File: src/rtl/spi_slave_regs_if.sv
// SPI pin bundle between a board-level SPI master and spi_slave_regs.
interface spi_slave_regs_if;
  logic sclk;
  logic cs;
  logic mosi;
  logic miso;
  logic miso_oe;

  modport master (output sclk, output cs, output mosi, input miso, input miso_oe);
  modport slave  (input sclk, input cs, input mosi, output miso, output miso_oe);
endinterface

File: src/rtl/spi_slave_regs.sv
// Oversampled SPI slave (any CPOL/CPHA) in front of a bank of LED brightness
// registers: write, same-frame read-back, abort and address-range error pulses.
module spi_slave_regs #(
  parameter int CPOL       = 0,
  parameter int CPHA       = 0,
  parameter int LED_COUNT  = 4,
  parameter int ADDR_WIDTH = 2,
  parameter int BR_WIDTH   = 8
) (
  input  logic                          sysclk,
  input  logic                          rst_n,
  spi_slave_regs_if.slave               spi,
  output logic [ADDR_WIDTH-1:0]         o_led_addr,
  output logic [BR_WIDTH-1:0]           o_led_br_lvl,
  output logic                          o_wr_valid,
  output logic [LED_COUNT*BR_WIDTH-1:0] o_br_all,
  output logic                          o_frame_err,
  output logic                          o_addr_err
);
  localparam int FRAME_BITS = 1 + ADDR_WIDTH + BR_WIDTH;
  localparam int CNT_W      = $clog2(FRAME_BITS + 1);

  typedef enum logic [1:0] {ST_IDLE = 2'd0, ST_CMD = 2'd1, ST_DATA = 2'd2, ST_DONE = 2'd3} state_e;

  function automatic logic addr_ok(input logic [ADDR_WIDTH-1:0] a);
    return (int'(a) < LED_COUNT);
  endfunction

  logic [2:0]                    sclk_sync_q, sclk_sync_d, cs_sync_q, cs_sync_d;
  logic [1:0]                    mosi_sync_q, mosi_sync_d;
  state_e                        state_q, state_d;
  logic [CNT_W-1:0]              bit_cnt_q, bit_cnt_d;
  logic                          rw_q, rw_d, miso_q, miso_d, miso_oe_q, miso_oe_d;
  logic [ADDR_WIDTH-1:0]         addr_q, addr_d, led_addr_q, led_addr_d;
  logic [BR_WIDTH-1:0]           data_q, data_d, tx_q, tx_d, led_br_q, led_br_d;
  logic [LED_COUNT*BR_WIDTH-1:0] br_all_q, br_all_d;
  logic                          wr_valid_q, wr_valid_d, frame_err_q, frame_err_d, addr_err_q, addr_err_d;

  logic                  sclk_rise_s, sclk_fall_s, lead_s, trail_s, sample_s, shift_s;
  logic                  cs_rise_s, cs_fall_s, mosi_s;
  logic [ADDR_WIDTH-1:0] addr_nxt_s;
  logic [BR_WIDTH-1:0]   data_nxt_s, rd_val_s;

  // Edge decode of the synchronised pins and next-state for the whole block.
  always_comb begin
    sclk_sync_d = {sclk_sync_q[1:0], spi.sclk};
    cs_sync_d   = {cs_sync_q[1:0], spi.cs};
    mosi_sync_d = {mosi_sync_q[0], spi.mosi};
    sclk_rise_s = sclk_sync_q[1] & ~sclk_sync_q[2];
    sclk_fall_s = ~sclk_sync_q[1] & sclk_sync_q[2];
    lead_s      = (CPOL == 0) ? sclk_rise_s : sclk_fall_s;
    trail_s     = (CPOL == 0) ? sclk_fall_s : sclk_rise_s;
    sample_s    = (CPHA == 0) ? lead_s : trail_s;
    shift_s     = (CPHA == 0) ? trail_s : lead_s;
    cs_rise_s   = cs_sync_q[1] & ~cs_sync_q[2];
    cs_fall_s   = ~cs_sync_q[1] & cs_sync_q[2];
    mosi_s      = mosi_sync_q[1];
    addr_nxt_s  = ADDR_WIDTH'({addr_q, mosi_s});
    data_nxt_s  = BR_WIDTH'({data_q, mosi_s});

    // Out-of-range addresses match no register and read back as zero.
    rd_val_s = {BR_WIDTH{1'b0}};
    for (int i = 0; i < LED_COUNT; i++) begin
      rd_val_s = (int'(addr_nxt_s) == i) ? br_all_q[i*BR_WIDTH +: BR_WIDTH] : rd_val_s;
    end

    state_d     = state_q;
    bit_cnt_d   = bit_cnt_q;
    rw_d        = rw_q;
    addr_d      = addr_q;
    data_d      = data_q;
    tx_d        = tx_q;
    miso_d      = miso_q;
    miso_oe_d   = ~cs_sync_q[1];
    br_all_d    = br_all_q;
    led_addr_d  = led_addr_q;
    led_br_d    = led_br_q;
    wr_valid_d  = 1'b0;
    frame_err_d = 1'b0;
    addr_err_d  = 1'b0;

    case (state_q)
      ST_CMD: begin
        if (sample_s) begin
          bit_cnt_d = bit_cnt_q + CNT_W'(1);
          if (bit_cnt_q == CNT_W'(0)) begin
            rw_d = mosi_s;
          end else begin
            addr_d = addr_nxt_s;
          end
          if (bit_cnt_q == CNT_W'(ADDR_WIDTH)) begin
            state_d = ST_DATA;
            if (!rw_q) begin
              tx_d       = rd_val_s;
              addr_err_d = ~addr_ok(addr_nxt_s);
            end else begin
              tx_d = {BR_WIDTH{1'b0}};
            end
          end else begin
            state_d = ST_CMD;
          end
        end else begin
          state_d = ST_CMD;
        end
      end
      ST_DATA: begin
        if (sample_s) begin
          bit_cnt_d = bit_cnt_q + CNT_W'(1);
          data_d    = data_nxt_s;
          if (bit_cnt_q == CNT_W'(FRAME_BITS - 1)) begin
            state_d = ST_DONE;
            miso_d  = 1'b0;
            if (rw_q && addr_ok(addr_q)) begin
              for (int i = 0; i < LED_COUNT; i++) begin
                br_all_d[i*BR_WIDTH +: BR_WIDTH] = (int'(addr_q) == i) ? data_nxt_s
                                                                         : br_all_q[i*BR_WIDTH +: BR_WIDTH];
              end
              led_addr_d = addr_q;
              led_br_d   = data_nxt_s;
              wr_valid_d = 1'b1;
            end else begin
              addr_err_d = rw_q;
            end
          end else begin
            state_d = ST_DATA;
          end
        end else if (shift_s && !rw_q) begin
          miso_d = tx_q[BR_WIDTH-1];
          tx_d   = tx_q << 1;
        end else begin
          state_d = ST_DATA;
        end
      end
      ST_IDLE: state_d = ST_IDLE;
      ST_DONE: state_d = ST_DONE;
      default: state_d = ST_IDLE;
    endcase

    // The sample above is evaluated first, so a cs rise on the final sample is a clean end.
    if (cs_rise_s) begin
      if ((state_d == ST_CMD) || (state_d == ST_DATA)) begin
        frame_err_d = 1'b1;
        addr_err_d  = 1'b0;
      end else begin
        frame_err_d = 1'b0;
      end
      state_d = ST_IDLE;
      miso_d  = 1'b0;
    end else begin
      miso_d = miso_d;
    end

    if (cs_fall_s) begin
      state_d   = ST_CMD;
      bit_cnt_d = CNT_W'(0);
      rw_d      = 1'b0;
      addr_d    = {ADDR_WIDTH{1'b0}};
      data_d    = {BR_WIDTH{1'b0}};
      tx_d      = {BR_WIDTH{1'b0}};
      miso_d    = 1'b0;
    end else begin
      bit_cnt_d = bit_cnt_d;
    end
  end

  // All state and registered outputs.
  always_ff @(posedge sysclk or negedge rst_n) begin
    if (!rst_n) begin
      sclk_sync_q <= (CPOL != 0) ? 3'b111 : 3'b000;
      cs_sync_q   <= 3'b111;
      mosi_sync_q <= 2'b00;
      state_q     <= ST_IDLE;
      bit_cnt_q   <= CNT_W'(0);
      rw_q        <= 1'b0;
      addr_q      <= {ADDR_WIDTH{1'b0}};
      data_q      <= {BR_WIDTH{1'b0}};
      tx_q        <= {BR_WIDTH{1'b0}};
      miso_q      <= 1'b0;
      miso_oe_q   <= 1'b0;
      br_all_q    <= {(LED_COUNT*BR_WIDTH){1'b0}};
      led_addr_q  <= {ADDR_WIDTH{1'b0}};
      led_br_q    <= {BR_WIDTH{1'b0}};
      wr_valid_q  <= 1'b0;
      frame_err_q <= 1'b0;
      addr_err_q  <= 1'b0;
    end else begin
      sclk_sync_q <= sclk_sync_d;
      cs_sync_q   <= cs_sync_d;
      mosi_sync_q <= mosi_sync_d;
      state_q     <= state_d;
      bit_cnt_q   <= bit_cnt_d;
      rw_q        <= rw_d;
      addr_q      <= addr_d;
      data_q      <= data_d;
      tx_q        <= tx_d;
      miso_q      <= miso_d;
      miso_oe_q   <= miso_oe_d;
      br_all_q    <= br_all_d;
      led_addr_q  <= led_addr_d;
      led_br_q    <= led_br_d;
      wr_valid_q  <= wr_valid_d;
      frame_err_q <= frame_err_d;
      addr_err_q  <= addr_err_d;
    end
  end

  assign spi.miso     = miso_q;
  assign spi.miso_oe  = miso_oe_q;
  assign o_led_addr   = led_addr_q;
  assign o_led_br_lvl = led_br_q;
  assign o_wr_valid   = wr_valid_q;
  assign o_br_all     = br_all_q;
  assign o_frame_err  = frame_err_q;
  assign o_addr_err   = addr_err_q;
endmodule

File: src/flat_wrapper.sv
// flat-port wrapper written by rule: the top's interface ports become plain ports
module spi_slave_regs_flat 
#(
  parameter int CPOL       = 0,
  parameter int CPHA       = 0,
  parameter int LED_COUNT  = 4,
  parameter int ADDR_WIDTH = 2,
  parameter int BR_WIDTH   = 8
)
  (sysclk, rst_n, o_led_addr, o_led_br_lvl, o_wr_valid, o_br_all, o_frame_err, o_addr_err, spi_sclk, spi_cs, spi_mosi, spi_miso, spi_miso_oe);
  spi_slave_regs_if spi_i ();
  input  logic sysclk;
  input  logic rst_n;
  output logic [ADDR_WIDTH-1:0] o_led_addr;
  output logic [BR_WIDTH-1:0] o_led_br_lvl;
  output logic o_wr_valid;
  output logic [LED_COUNT*BR_WIDTH-1:0] o_br_all;
  output logic o_frame_err;
  output logic o_addr_err;
  input wire logic [$bits(spi_i.sclk)-1:0] spi_sclk;
  input wire logic [$bits(spi_i.cs)-1:0] spi_cs;
  input wire logic [$bits(spi_i.mosi)-1:0] spi_mosi;
  output wire logic [$bits(spi_i.miso)-1:0] spi_miso;
  output wire logic [$bits(spi_i.miso_oe)-1:0] spi_miso_oe;
  assign spi_i.sclk = spi_sclk;
  assign spi_i.cs = spi_cs;
  assign spi_i.mosi = spi_mosi;
  assign spi_miso = spi_i.miso;
  assign spi_miso_oe = spi_i.miso_oe;
  spi_slave_regs #(.CPOL(CPOL), .CPHA(CPHA), .LED_COUNT(LED_COUNT), .ADDR_WIDTH(ADDR_WIDTH), .BR_WIDTH(BR_WIDTH)) u_core (.sysclk(sysclk), .rst_n(rst_n), .spi(spi_i), .o_led_addr(o_led_addr), .o_led_br_lvl(o_led_br_lvl), .o_wr_valid(o_wr_valid), .o_br_all(o_br_all), .o_frame_err(o_frame_err), .o_addr_err(o_addr_err));
endmodule
File: config.mk
export PLATFORM = sky130hd
export DESIGN_NAME = spi_slave_regs_flat
export DESIGN_NICKNAME = d
export VERILOG_FILES = /design/src/rtl/spi_slave_regs_if.sv /design/src/rtl/spi_slave_regs.sv /design/src/flat_wrapper.sv
export SDC_FILE = /design/constraint.sdc
export NUM_CORES = 1
export LEC_CHECK = 0
export ABC_AREA = 1
export ABC_CLOCK_PERIOD_IN_PS = 4900
export BUFFER_PORTS_ARGS = -buffer_cell sky130_fd_sc_hd__buf_4
export CORE_AREA = 5 5 103 105
export CTS_CLUSTER_SIZE = 28
export DETAILED_ROUTE_END_ITERATION = 8
export DIE_AREA = 0 0 108 110
export PLACE_DENSITY_LB_ADDON = 0.25
export SYNTH_ARGS = -nofsm -noshare
export SYNTH_HDL_FRONTEND = slang
export SYNTH_SLANG_ARGS = --single-unit
File: constraint.sdc
create_clock -name sysclk -period 4.9 [get_ports sysclk]
set_input_delay 0.49 -clock sysclk [delete_from_list [all_inputs] [get_ports sysclk]]
set_output_delay 0.49 -clock sysclk [all_outputs]
set_load 0.1 [all_outputs]
==> impl_metrics.yaml, run 1 <==
yosys:
  ys_seq_elements: 78
  synth_cells: 427
  syn_area_per_cell_sq_um: 8.64
  synth_nets: 439
  yosys_warnings: 0
  netlist_area_sq_um: 3690
  ys_seq_area_frac: 0.530
  synth_top_cell_by_area: "dfrtp_1"
  ys_top_cells_by_area: "dfrtp_1, nand2_1, nand3_1"
  synth_cell_type_count: 31
  synth_top_area_share: 0.509
power_and_ir_drop:
  clkPwrFrac: 0.319
  ir_drop_mv: 0.172
  p_int_mw: 1.20
  power.leakage_nw: 2.17
  p_per_area_nw_per_um2: 423
  pwr-share-seq: 0.424
  combPwrFrac: 0.257
  power.switching_mw: 0.644
  p_sw_frac: 0.349
clock_tree:
  postCtsHoldBufs: 0
  clk_pin_slew_ns: 0.09
  cts.path.max_buffers: 2
  post_cts_buffers: 0
  cts_resized: 0
  cts_tree: "yes"
  h-tree-depth: 3
  clk_latency_ns: 0.36
  cts-root-buf: "clkbuf_8"
  numClockSinks: 78
  cts_inserted_buffers: 9
floorplan:
  die_h_microns: 110
  dieArea_sq_um: 11900
  io_pins: 52
  die_w_microns: 108
  initial_core_util: 0.386
  coreArea_sq_um: 9550
  rows: 36
global_routing:
  overflow: 0
  grtUsageTotal: 0.161
  grt_pass1_wl_mm: 14.7
  grt_antenna_before_repair: 0
  grt_pass1_vias: 2862
  grt_max_degree: 79
setup_path:
  r2r-end: "u_core.o_br_all[22]"
  critPathKind: "register to register"
  critical_path_required_ns: 5.16
  cp.arrival_ns: 2.59
  startpoint_type: "register"
  cp_max_fo: 20
  end_kind: "register"
  r2r_setup_slack_ns: 2.56
  worstRegToRegCells: 9
  worstReg2RegStart: "u_core.state_q[0]"
run_status:
  status: "completed"
finish:
  n_antenna_cell: 0
  layout.cells.non_filler: 614
  drive_gt1_frac: 0.202
  nets: 488
  nFillCells: 947
  area_delta_synth_final_pct: 18.4
timing:
  rsz0062_at_grt: "no"
  hold_viol_final: 0
  slew_headroom: 0.343
  final_max_slew_viol_count: 0
  period_needed_ns: 2.34
  skew_ns: 0.00984
  min_period_over_period: 0.477
  setup-tns-final_ns: 0
  tightest_slew_ns: 0.986
  max_freq_ghz: 0.428
  finalSetupViolCount: 0
detailed_routing:
  drc: 0
  vias_per_cell: 4.89
  drtIter0Drc: 208
  antenna_left: 0
  first_pass_iters: 5
  drt-total-wl_mm: 9.02
  wl_per_cell_microns: 14.7
  vias: 3001
placed_design:
  dp_hpwl_mm: 6.37
  portBuffers: 50
  place_inst: 598
  gp_congestion: 0.844
min_path:
  worstHoldEndpoint: "u_core.cs_sync_q[0]"
  hold_class: "primary input to register"
  min_path_cells: 1
  min_from: "spi_cs"
run:
  cap_viol_max_count: 0
-- metal layers --
layer / track usage / part of all wire
met4: 0.0631 / 0.019
met3: 0.0285 / 0.048
met2: 0.243 / 0.46
met5: 0 / 0
met1: 0.232 / 0.48
-- worst max-delay path, cell delays in order (launching register included) --
cell and delay [ns]:
dfrtp_1 0.44, inv_1 0.08, ha_1 0.42, nand4_4 0.27
inv_2 0.10, nand3_2 0.37, nor2_8 0.30, nand2_4 0.11
nand2_1 0.09, nand2_1 0.05
-- power groups by stage --
stage	Combinational (mW)	Sequential, mW	Clock (mW)
2_1_floorplan	0.355	0.803	0
3_3_place_gp	0.464	0.793	0
3_5_place_dp	0.474	0.793	0
4_1_cts	0.473	0.783	0.598
5_1_grt	0.539	0.791	0.630
6_report	0.475	0.782	0.590
-- cells in the mapped netlist --
cell type,instances
o22ai_1,8
a21boi_0,1
inv_1,44
clkbuf_2,1
o21ai_0,16
dfrtp_1,75
nor2_4,1
clkbuf_8,2
conb_1,1
o21ai_1,33
xor2_1,1
ha_1,7
nor3_4,3
buf_2,2
nand4_1,8
inv_2,11
or2_2,7
buf_4,3
nor2_1,32
a21oi_1,14
nor2_8,1
nand3_1,35
dfstp_2,3
nand2_1,105
nand2_4,1
nor2_2,1
nor4_1,1
nand4_4,1
nand3_2,2
buf_6,4
nor3_1,3
-- state kept, by name (all words and copies together) (netlist names) --
name and cells:
u_core.o_br_all 32, u_core.o_led_br_lvl 8, u_core.tx_q 8, u_core.data_q 7, u_core.bit_cnt_q 4, u_core.cs_sync_q 3
u_core.sclk_sync_q 3, u_core.addr_q 2, u_core.mosi_sync_q 2, u_core.o_led_addr 2, u_core.state_q 2, u_core.o_frame_err 1
u_core.o_wr_valid 1, u_core.rw_q 1, u_core.spi.miso 1, u_core.spi.miso_oe 1
-- through the flow --
| stage | setup WS (ns) | hold slack (ns) | power (mW) | instance area [sq um] | utilization |
|---|---|---|---|---|---|
| 5_1_grt | 2.30 | 0.217 | 1.96 | 4370 | 0.457 |
| 3_3_place_gp | 2.66 | 0.333 | 1.26 | 4120 | 0.431 |
| 4_1_cts | 2.56 | 0.219 | 1.85 | 4370 | 0.457 |
| 2_1_floorplan | 3.28 | 0.194 | 1.16 | 3690 | - |
| 6_report | 2.56 | 0.232 | 1.85 | 4370 | 0.457 |
| 3_5_place_dp | 2.56 | 0.339 | 1.27 | 4120 | 0.431 |
-- worst max-delay path by stage --
stage / from / endpoint / slack [ns] / cells after the start
3_3_place_gp: u_core.state_q[0] / u_core.o_br_all[19] / 2.66 / 9
4_1_cts: u_core.state_q[0] / u_core.o_br_all[18] / 2.56 / 9
2_1_floorplan: u_core.bit_cnt_q[0] / u_core.o_br_all[16] / 3.28 / 10
5_1_grt: u_core.state_q[0] / u_core.o_br_all[18] / 2.30 / 9
6_report: u_core.state_q[0] / u_core.o_br_all[22] / 2.56 / 9
3_5_place_dp: u_core.state_q[0] / u_core.o_br_all[18] / 2.56 / 9
-- cell type report --
cell class	count	area (sq um)	area share
Inverter	55	206	0.0473
Clock buffer	9	124	0.0284
Multi-Input combinational cell	282	1420	0.324
Tap cell	133	166	0.0381
Timing Repair Buffer	50	375	0.0860
Clock inverter	7	121	0.0278
Sequential cell	78	1960	0.448
-- layout by cell type, fill, tap and decap left out, types with 8 or more instances in the layout --
| master | instances |
|---|---|
| a21oi_1 | 14 |
| buf_4 | 50 |
| clkbuf_8 | 9 |
| dfrtp_1 | 75 |
| inv_1 | 44 |
| inv_2 | 11 |
| nand2_1 | 105 |
| nand3_1 | 35 |
| nand4_1 | 8 |
| nor2_1 | 32 |
| o21ai_0 | 16 |
| o21ai_1 | 33 |
| o22ai_1 | 8 |
-- cell families after synthesis --
| group | count (synthesis) | share of synthesized area |
|---|---|---|
| adders and majority gates | 7 | 0.0237 |
| buffers and inverters | 67 | 0.0858 |
| xor gates and xnor gates | 1 | 0.00237 |
| and+or+nand+nor | 201 | 0.256 |
| DFF | 78 | 0.530 |
| AOI/OAI and AO/OA | 72 | 0.101 |
| other | 1 | 0.00102 |
No activity file was read; power rests on OpenSTA's default activity.
==> run 2: changes to the inputs <==
--- a/config.mk
+++ b/config.mk
@@ -5,13 +5,13 @@
 export SDC_FILE = /design/constraint.sdc
 export NUM_CORES = 1
 export LEC_CHECK = 0
-export ABC_AREA = 1
-export ABC_CLOCK_PERIOD_IN_PS = 4900
+export ABC_AREA = 0
+export ABC_CLOCK_PERIOD_IN_PS = 1900
 export BUFFER_PORTS_ARGS = -buffer_cell sky130_fd_sc_hd__buf_4
-export CORE_AREA = 5 5 103 105
+export CORE_AREA = 5 5 99 101
 export CTS_CLUSTER_SIZE = 28
 export DETAILED_ROUTE_END_ITERATION = 8
-export DIE_AREA = 0 0 108 110
+export DIE_AREA = 0 0 104 106
 export PLACE_DENSITY_LB_ADDON = 0.25
 export SYNTH_ARGS = -nofsm -noshare
 export SYNTH_HDL_FRONTEND = slang
==> constraint.sdc (replaced) <==
create_clock -name sysclk -period 1.9 [get_ports sysclk]
set_input_delay 0.19 -clock sysclk [delete_from_list [all_inputs] [get_ports sysclk]]
set_output_delay 0.19 -clock sysclk [all_outputs]
set_load 0.1 [all_outputs]
==> run 2 against run 1 <==
  * Sequential power rose by 120%
  * Sequential share of layout area rose by 0.52 points
  * First-iteration DRC count fell by 79%
==> impl_metrics.yaml, run 2 <==
yosys:
  synth_ff_type: "dfrtp_1"
  ys_top_cells_by_area: "dfrtp_1, mux2_2, mux4_2"
  synth_cells: 258
  synth_top_area_share: 0.550
  synth-adder-area-share: 0.0257
  synth_common_cells: "dfrtp_1, mux2_2, nand2_1, nor2_1, mux2i_1"
  synth_mux_area_frac: 0.214
  synth_top_family_by_area: "multiplexers"
  synth_top_cell_by_area: "dfrtp_1"
  synth_compound_area_frac: 0.0407
  yosys_warnings: 0
  synth_simple_gate_area_frac: 0.112
  synth_xor_xnor_area_share: 0.00770
  synth_cell_type_count: 41
  netlist_area_sq_um: 3410
  async_flop_share: 1.00
  ys_seq_area_frac: 0.573
  synth_most_common_cell: "dfrtp_1"
  synth_edf_count: 0
  ys_seq_elements: 78
  syn_area_per_cell_sq_um: 13.2
  synth_nets: 270
timing:
  period_needed_ns: 1.82
  final_max_slew_viol_count: 0
  rsz0062_at_grt: "no"
  max_freq_ghz: 0.548
  hold_viol_final: 0
  min_period_over_period: 0.960
  finalSetupViolCount: 0
  skew_ns: 0.0102
setup_path:
  worstRegToRegCells: 7
  r2r-end: "u_core.o_br_all[10]"
  cp.arrival_ns: 2.06
  end_kind: "register"
  r2r_setup_slack_ns: 0.08
  cp_max_fo: 8
  critical_path_required_ns: 2.13
  critPathKind: "register to register"
  startpoint_type: "register"
  worstReg2RegStart: "u_core.state_q[0]"
finish:
  mostFrequentLayoutCell: "dfrtp_1"
  drive_gt1_frac: 0.443
  post-route-cell-area_sq_um: 4320
  nFillCells: 852
  nets: 348
  largest_reg_flops: 32
  n_antenna_cell: 0
  layout_common_cells: "dfrtp_1, buf_4, mux2_2"
  area_delta_synth_final_pct: 26.6
clock_tree:
  cts-root-buf: "clkbuf_8"
  cts_inserted_buffers: 9
  cts_tree: "yes"
  cts.path.max_buffers: 2
  numClockSinks: 78
  clk_latency_ns: 0.35
  h-tree-depth: 3
  post_cts_buffers: 0
  clk_pin_slew_ns: 0.09
power_and_ir_drop:
  p_per_area_nw_per_um2: 765
  power.leakage_nw: 2.18
  ir_drop_mv: 0.388
  p_int_mw: 2.45
  power.switching_mw: 0.853
  clkPwrFrac: 0.387
  p_sw_frac: 0.258
  p_total_mw: 3.30
  pwr-share-seq: 0.519
  combPwrFrac: 0.094
detailed_routing:
  antenna_left: 0
  vias_per_cell: 4.97
  first_pass_iters: 4
  drtIter0Drc: 43
  vias: 2245
  drt-total-wl_mm: 7.41
  drc: 0
  wl_per_cell_microns: 16.4
global_routing:
  grt_antenna_before_repair: 0
  grt_pass1_vias: 2376
  overflow: 0
  grtUsageTotal: 0.143
  grt_pass1_wl_mm: 12.6
  grt_max_degree: 37
min_path:
  hold_class: "primary input to async pin"
floorplan:
  coreArea_sq_um: 8930
  dieArea_sq_um: 11000
  die_w_microns: 104
  die_h_microns: 106
  rows: 35
  io_pins: 52
  initial_core_util: 0.382
placed_design:
  portBuffers: 50
  gp_congestion: 0.814
  dp_hpwl_mm: 5.35
  place_area_sq_um: 4070
run:
  cap_viol_max_count: 0
run_status:
  status: "completed"
## run 2: changes by cell type in the layout (fill, tap and decap cells not counted), moves of 14 or more
cell,before,now
buf_4,50,71
inv_1,44,8
mux2_2,0,39
nand2_1,105,35
nand3_1,35,2
o21ai_0,16,2
o21ai_1,33,0
## run 2: area by class of cell
| cell class | instances | area [sq um] | share of cell area |
|---|---|---|---|
| flip-flops and latches | 78 | 1960 | 0.453 |
| multi-input cells | 161 | 1370 | 0.318 |
| repair buffers | 77 | 613 | 0.142 |
| well taps | 111 | 139 | 0.0322 |
| clock buffers | 9 | 124 | 0.0287 |
| clock inverters | 7 | 78.8 | 0.0183 |
| inverters | 9 | 33.8 | 0.00782 |
## run 2: routing by layer
layer / global-route usage / routed length [microns] / vias up
met5: 0 / 0 / -
met4: 0.0518 / 133 / 0
met3: 0.0340 / 223 / 10
met2: 0.229 / 3610 / 54
met1: 0.190 / 3450 / 1126
li1: - / - / 1055
## run 2: kinds of logic (layout without fill, tap and decap cells)
logic type | after synthesis | count (layout)
other | 1 | 1
and+or+nand+nor | 74 | 74
muxes | 58 | 58
DFF | 78 | 78
AOI/OAI and AO/OA | 18 | 18
xor gates and xnor gates | 3 | 3
adders and majority gates | 7 | 7
buffers and inverters | 19 | 102
## run 2: metrics by stage
stage	setup slack [ns]	hold WS (ns)	TNS [ns]	instances	utilization
after floorplan	-0.0731	-0.106	-0.585	258	-
after global routing	0.00350	0.360	0	452	0.483
after global placement	0.110	0.181	0	432	0.456
after CTS	0.0721	0.354	0	452	0.483
after detailed placement	0.0875	0.184	0	432	0.456
final	0.0763	0.348	0	452	0.483
## run 2: worst max-delay path: stages (launching register included)
cell	delay (ns)
dfrtp_1	0.38
inv_1	0.06
ha_2	0.16
and3b_1	0.24
nand3_4	0.14
nor3b_4	0.25
buf_12	0.15
mux2_2	0.33
## run 2: worst max path at each step
stage / startpoint / endpoint / cells after the start
2_1_floorplan: u_core.state_q[0] / u_core.o_br_all[10] / 7
3_3_place_gp: u_core.state_q[0] / u_core.o_br_all[9] / 7
3_5_place_dp: u_core.bit_cnt_q[0] / u_core.o_br_all[10] / 7
4_1_cts: u_core.state_q[0] / u_core.o_br_all[10] / 7
5_1_grt: u_core.bit_cnt_q[0] / u_core.o_br_all[30] / 7
6_report: u_core.state_q[0] / u_core.o_br_all[10] / 7
## run 2: what timing repair did
item	4_1_cts	5_1_grt
hold buffers	4	0
endpoints found under the setup margin	0	10
hold endpoints to repair	34	0
gates resized for setup	0	1
## run 2: power groups by stage
stage	sequential, mW	clock [mW]	combinational (mW)
2_1_floorplan	1.77	0	0.158
3_3_place_gp	1.75	0	0.307
3_5_place_dp	1.75	0	0.308
4_1_cts	1.71	1.33	0.316
5_1_grt	1.72	1.40	0.348
6_report	1.71	1.28	0.310
